<file path="config.mk">
export PLATFORM = sky130hd
export DESIGN_NAME = counter_param
export DESIGN_NICKNAME = d
export VERILOG_FILES = /design/src/rtl/counter_param.sv
export SDC_FILE = /design/constraint.sdc
export NUM_CORES = 1
export LEC_CHECK = 0
export CAP_MARGIN = 20
export CORE_AREA = 8 8 45 47
export CTS_CLUSTER_SIZE = 25
export DETAILED_ROUTE_END_ITERATION = 10
export DIE_AREA = 0 0 53 55
export GPL_TIMING_DRIVEN = 0
export PLACE_DENSITY = 0.53
export SLEW_MARGIN = 10
export SYNTH_ARGS = -nofsm -noshare
export SYNTH_HDL_FRONTEND = slang
export SYNTH_SLANG_ARGS = --single-unit
</file>
<file path="constraint.sdc">
create_clock -name i_clk -period 1.9 [get_ports i_clk]
set_clock_uncertainty 0.2 [all_clocks]
set_input_delay 0.38 -clock i_clk [delete_from_list [all_inputs] [get_ports i_clk]]
set_output_delay 0.38 -clock i_clk [all_outputs]
set_load 0.005 [all_outputs]
</file>
<file path="src/rtl/counter_param.sv">
// Parametrised up/down modulo counter with load, wrap/saturate mode, terminal count and ovf pulse.
// Optional sticky overflow flag (i_ovf_clr / o_ovf_sticky) when COUNTER_OVF_STICKY_EN is defined.
module counter_param #(
  parameter int unsigned WIDTH    = 4,
  parameter int unsigned MAX_VAL  = (2 ** WIDTH) - 1,
  parameter int unsigned RST_VAL  = 0,
  parameter int unsigned SATURATE = 0
) (
  input  logic             i_clk,
  input  logic             i_rst,
  input  logic             i_ce,
  input  logic             i_up,
  input  logic             i_load,
  input  logic [WIDTH-1:0] i_load_data,
`ifdef COUNTER_OVF_STICKY_EN
  input  logic             i_ovf_clr,
  output logic             o_ovf_sticky,
`endif
  output logic [WIDTH-1:0] o_data,
  output logic             o_tc,
  output logic             o_ovf
);

  if (WIDTH < 1) begin : g_err_width
    $fatal(1, "counter_param: WIDTH must be >= 1");
  end
  if (MAX_VAL < 1) begin : g_err_max_lo
    $fatal(1, "counter_param: MAX_VAL must be >= 1");
  end
  if ((WIDTH < 32) && (longint'(MAX_VAL) > ((longint'(1) << WIDTH) - 1))) begin : g_err_max_hi
    $fatal(1, "counter_param: MAX_VAL does not fit in WIDTH bits");
  end
  if (RST_VAL > MAX_VAL) begin : g_err_rst
    $fatal(1, "counter_param: RST_VAL exceeds MAX_VAL");
  end

  localparam logic [WIDTH-1:0] MaxV = WIDTH'(MAX_VAL);
  localparam logic [WIDTH-1:0] RstV = WIDTH'(RST_VAL);
  localparam logic [WIDTH-1:0] OneV = WIDTH'(1);
  localparam bit               Sat  = (SATURATE != 0);

  logic [WIDTH-1:0] r_data;
  logic             r_ovf;
  logic [WIDTH-1:0] w_data_nxt;
  logic             w_ovf_nxt;
  logic             w_at_max;
  logic             w_at_min;

  assign w_at_max = (r_data == MaxV);
  assign w_at_min = (r_data == '0);

  always_comb begin
    w_data_nxt = r_data;
    w_ovf_nxt  = 1'b0;
    if (i_load) begin
      w_data_nxt = (i_load_data > MaxV) ? MaxV : i_load_data;
    end else if (i_ce) begin
      if (i_up) begin
        if (w_at_max) begin
          w_ovf_nxt  = 1'b1;
          w_data_nxt = Sat ? MaxV : '0;
        end else begin
          w_data_nxt = r_data + OneV;
        end
      end else begin
        if (w_at_min) begin
          w_ovf_nxt  = 1'b1;
          w_data_nxt = Sat ? '0 : MaxV;
        end else begin
          w_data_nxt = r_data - OneV;
        end
      end
    end
  end

  always_ff @(posedge i_clk or posedge i_rst) begin
    if (i_rst) begin
      r_data <= RstV;
      r_ovf  <= 1'b0;
    end else begin
      r_data <= w_data_nxt;
      r_ovf  <= w_ovf_nxt;
    end
  end

`ifdef COUNTER_OVF_STICKY_EN
  logic r_ovf_sticky;

  // A new overflow on the same edge as a clear keeps the flag set.
  always_ff @(posedge i_clk or posedge i_rst) begin
    if (i_rst) begin
      r_ovf_sticky <= 1'b0;
    end else begin
      r_ovf_sticky <= w_ovf_nxt | (r_ovf_sticky & ~i_ovf_clr);
    end
  end

  assign o_ovf_sticky = r_ovf_sticky;
`endif

  assign o_data = r_data;
  assign o_ovf  = r_ovf;
  assign o_tc   = i_up ? w_at_max : w_at_min;

endmodule

</file>
==> Implementation_results.wiki, run 1 <==
{| class="wikitable"
! Metric !! Value
|-
| Outcome || complete, no violations
|-
| Aggregate routed wire length || 989 µm
|-
| Initial Util || 25.68%
|-
| Floorplan die area || 2915 µm²
|-
| Proportion of synthesized chip area in sequential cells || 35.21%
|-
| CTS H-Tree Depth || 1
|-
| Post-layout min period || 1875 ps
|-
| Xor and xnor fraction of the mapped netlist area || 7.394%
|-
| Classification of the worst-slack hold path || in2async
|-
| Net Count, Synth || 52
|-
| Unrepaired setup endpoints after global routing || true
|-
| R2r setup slk || 240 ps
|-
| Clock network fraction of design power || 29.4%
|-
| Async SR Flop Fraction || 100.0%
|-
| Number of antenna violations at the first check in global routing || 0
|-
| Leading area contributor after synthesis || dfrtp_1
|-
| Fillers || 137
|-
| Part of the power in registers || 31.9%
|-
| Transition at the pin with the smallest max-transition slack || 337.2 ps
|-
| Highest ir drop seen on vdd || 0.4867 mV
|-
| Overall die height || 55 µm
|-
| Power per Cell Area || 722.0 nW/µm²
|-
| Number of rows in the core area || 14
|-
| Max Clk Rate || 533.2 MHz
|-
| Net switching power of the design || 0.1322 mW
|-
| Bufs on Longest Clock Path || 2
|-
| Internal cell power || 0.2960 mW
|-
| Initial drt markers || 11
|-
| HPWL after detailed placement || 652.3 µm
|-
| Residual DRC || 0
|-
| Netlist cell types || 22
|-
| Warning count from the yosys run || 0
|-
| Placeable core area || 1384 µm²
|-
| CP endpoint kind || output port
|-
| Cell at the root of the clock tree || clkbuf_4
|-
| Global-route congestion overflow total || 0
|-
| Vias in the first global route || 347
|-
| Kind of critical path || reg2out
|-
| Layout cell share with drive strength beyond 1 || 29.03%
|-
| Final Worst Setup Slack || 24.63 ps
|-
| Global-route wire length before repair || 1.421 mm
|-
| Combinational group share of total power || 38.8%
|-
| Data arrival, critical path || 1300 ps
|-
| Sinks on the clock net || 5
|-
| Area growth, synth to finish || 66.90%
|-
| Post-layout util || 42.86%
|-
| Maximum capacitance violations || 0
|-
| Delay of the slowest cell on the worst path || 430 ps
|-
| Final Cycle Share || 98.70%
|-
| Main combinational cell family by area after synthesis || compound AO/OA/AOI/OAI gates
|-
| Netlist Area Pre-Place || 355.3 µm²
|-
| Final number of setup-violating endpoints || 0
|-
| Adder-cell area share of the yosys netlist || 7.042%
|-
| Gpl congestion || 0.7059
|-
| Proportion of total power due to net switching || 30.87%
|-
| Commonest register cell after synthesis || dfrtp_1
|-
| Overall track demand over capacity in global routing || 6.692%
|-
| Top cell types by occurrence after synthesis || 5 x dfrtp_1, 5 x nand2_1, 4 x o21ai_0, 3 x inv_1, 3 x xnor2_1
|-
| Total of hold buffers inserted after clock tree synthesis || 0
|-
| Max-slew violation count || 0
|-
| Worst slack, placed || -603.2 ps
|-
| Leading cell types by total area after synthesis || dfrtp_1 35%, xnor2_1 7.4%, ha_1 7.0%
|-
| TritonCTS clock tree || yes
|-
| Number of nets in the final layout || 74
|-
| Number of port buffers || 13
|-
| Antenna cell count || 0
|-
| Setup TNS || 0 ps
|-
| Vias per Instance || 4.679
|-
| Simple-Gate Fraction of Synth Area || 18.66%
|-
| Synth Area in Compound Gates || 23.24%
|-
| Number of hold violations in the final report || 0
|-
| Clock Latency Late Sink || 250 ps
|-
| Highest net fanout along the worst path || 4
|-
| Number of iterations in the first detailed-routing pass || 5
|-
| Avg WL per Cell || 12.68 µm
|-
| Post-synth top area share || 35.21%
|-
| Synthesized instance count || 41
|-
| Detailed-route via count || 365
|-
| Critical Path Slowest Stage Cell || dfrtp_2
|-
| Count of flip-flops with a built-in enable after synthesis || 0
|-
| Worst Path Required || 1320 ps
|-
| Slew Limit Headroom || 77.52%
|-
| Static leakage || 0.2491 nW
|-
| Largest net degree at the start of global routing || 10
|-
| Type of element launching the critical path || flop
|-
| Antenna Nets Post-Route || 0
|-
| Clock-pin slew on the worst setup and hold paths || 50 ps
|-
| Total CTS buffers || 3
|-
| Multiplexer share of the synthesized area || 2.817%
|-
| Flip-flop and latch count after synthesis || 5
|-
| Family with the most delay on the worst path || flip-flops
|-
| Buf+Inv Stages, Crit Path || 1
|-
| Mean cell area of the mapped netlist || 8.667 µm²
|-
| Number of primary I/O pins || 15
|-
| Chip width || 53 µm
|-
| Series of cell instances along the critical path || ha_1 -> nand4_1 -> o31ai_4 -> buf_2
|}
-- area by class of cell --
class                      instances  area [µm²]  share of cell area (%)
multi-input combinational         31       244.0                   41.14
inverter                           3       11.26                   1.899
timing repair buffer              17       153.9                   25.95
tap                               16       20.02                   3.376
sequential                         5       128.9                   21.73
clock buffer                       4       26.28                   4.430
buffer                             2       8.758                   1.477
-- power groups by stage --
stage          Combinational (mW)  Clock [mW]  Sequential (mW)
6_report                    0.166       0.126            0.136
5_1_grt                     0.184       0.136            0.139
4_1_cts                     0.145       0.128            0.133
3_5_place_dp                0.126           0            0.139
3_3_place_gp                0.127           0            0.139
2_1_floorplan              0.0701           0            0.137
-- layout by cell type, fill, tap and decap left out --
cell / instances
o31ai_4: 1
nand2b_4: 1
clkbuf_1: 2
nand2_1: 5
nand2b_1: 1
a221oi_2: 1
buf_2: 1
o31ai_1: 1
clkdlybuf4s50_1: 11
o21bai_1: 1
nor2_1: 1
clkbuf_4: 3
a21oi_1: 2
nor3b_1: 1
buf_4: 4
a21boi_0: 1
a21o_1: 1
dfrtp_1: 2
dlygate4sd2_1: 1
ha_1: 1
clkbuf_2: 1
o21ai_0: 4
nand3_1: 1
xnor2_1: 3
or3_1: 1
nor2b_1: 1
nand4_1: 1
mux2i_1: 1
dfrtp_2: 3
inv_1: 1
inv_2: 2
ha_4: 1
-- logic make-up after synthesis --
kind of cell / after synthesis
muxes: 1
xor gates and xnor gates: 3
AOI/OAI and AO/OA: 12
and+or+nand+nor: 13
buffers and inverters: 5
adders and majority gates: 2
DFF: 5
-- path summary, 6_finish.rpt --
| kind | startpoint | depth (start not counted) | end |
|---|---|---|---|
| max in group asynchronous | i_rst | 2 | o_data[1]$_DFFE_PP0P_ |
| hold / removal | i_rst | 2 | o_ovf$_DFF_PP0_ |
| min in group i_clk | i_load | 3 | o_data[0]$_DFFE_PP0P_ |
| setup reg to reg | o_data[1]$_DFFE_PP0P_ | 4 | o_data[3]$_DFFE_PP0P_ |
| setup / recovery | o_data[0]$_DFFE_PP0P_ | 4 | o_tc |
| hold reg to reg | o_data[3]$_DFFE_PP0P_ | 2 | o_ovf$_DFF_PP0_ |
-- layer usage --
layer  vias up  wire, µm  track usage (%)
met5         -         0                0
met4         0         0                0
met3         0       117            6.417
met2        18       470            10.94
met1       164       401            6.452
li1        183         -                -
-- state kept, by name, indices dropped and copies added, names as in the netlist --
signal	count
o_data	4
o_ovf	1
-- worst reg2reg max path, cell delays in order, from the launching register on --
cell,delay [ps]
dfrtp_2,420
buf_4,160
or3_1,390
a221oi_2,270
o31ai_1,100
-- through the flow --
stage                     cell area [µm²]  instances  hold slack (ps)  power, mW
final                               593.1         78            138.8     0.4282
after global routing                593.1         78            150.8     0.4589
after CTS                           555.5         77            143.3     0.4057
after detailed placement            505.5         70            398.4     0.2656
after global placement              505.5         70            404.7     0.2662
after floorplan                     355.3         41           -41.48     0.2076
-- what timing repair did --
action,4_1_cts,5_1_grt
setup endpoints to repair,1,2
buffers inserted,3,1
resized for setup,8,7
pin swaps,0,2
No activity file was read; power rests on OpenSTA's default activity.
==> run 2, diff against run 1 <==
CAP_MARGIN = 5   (was 20)
CTS_CLUSTER_SIZE = 28   (was 25)
==> results of run 2 <==
The final DEF is identical to that of run 1; final timing and power are the same.
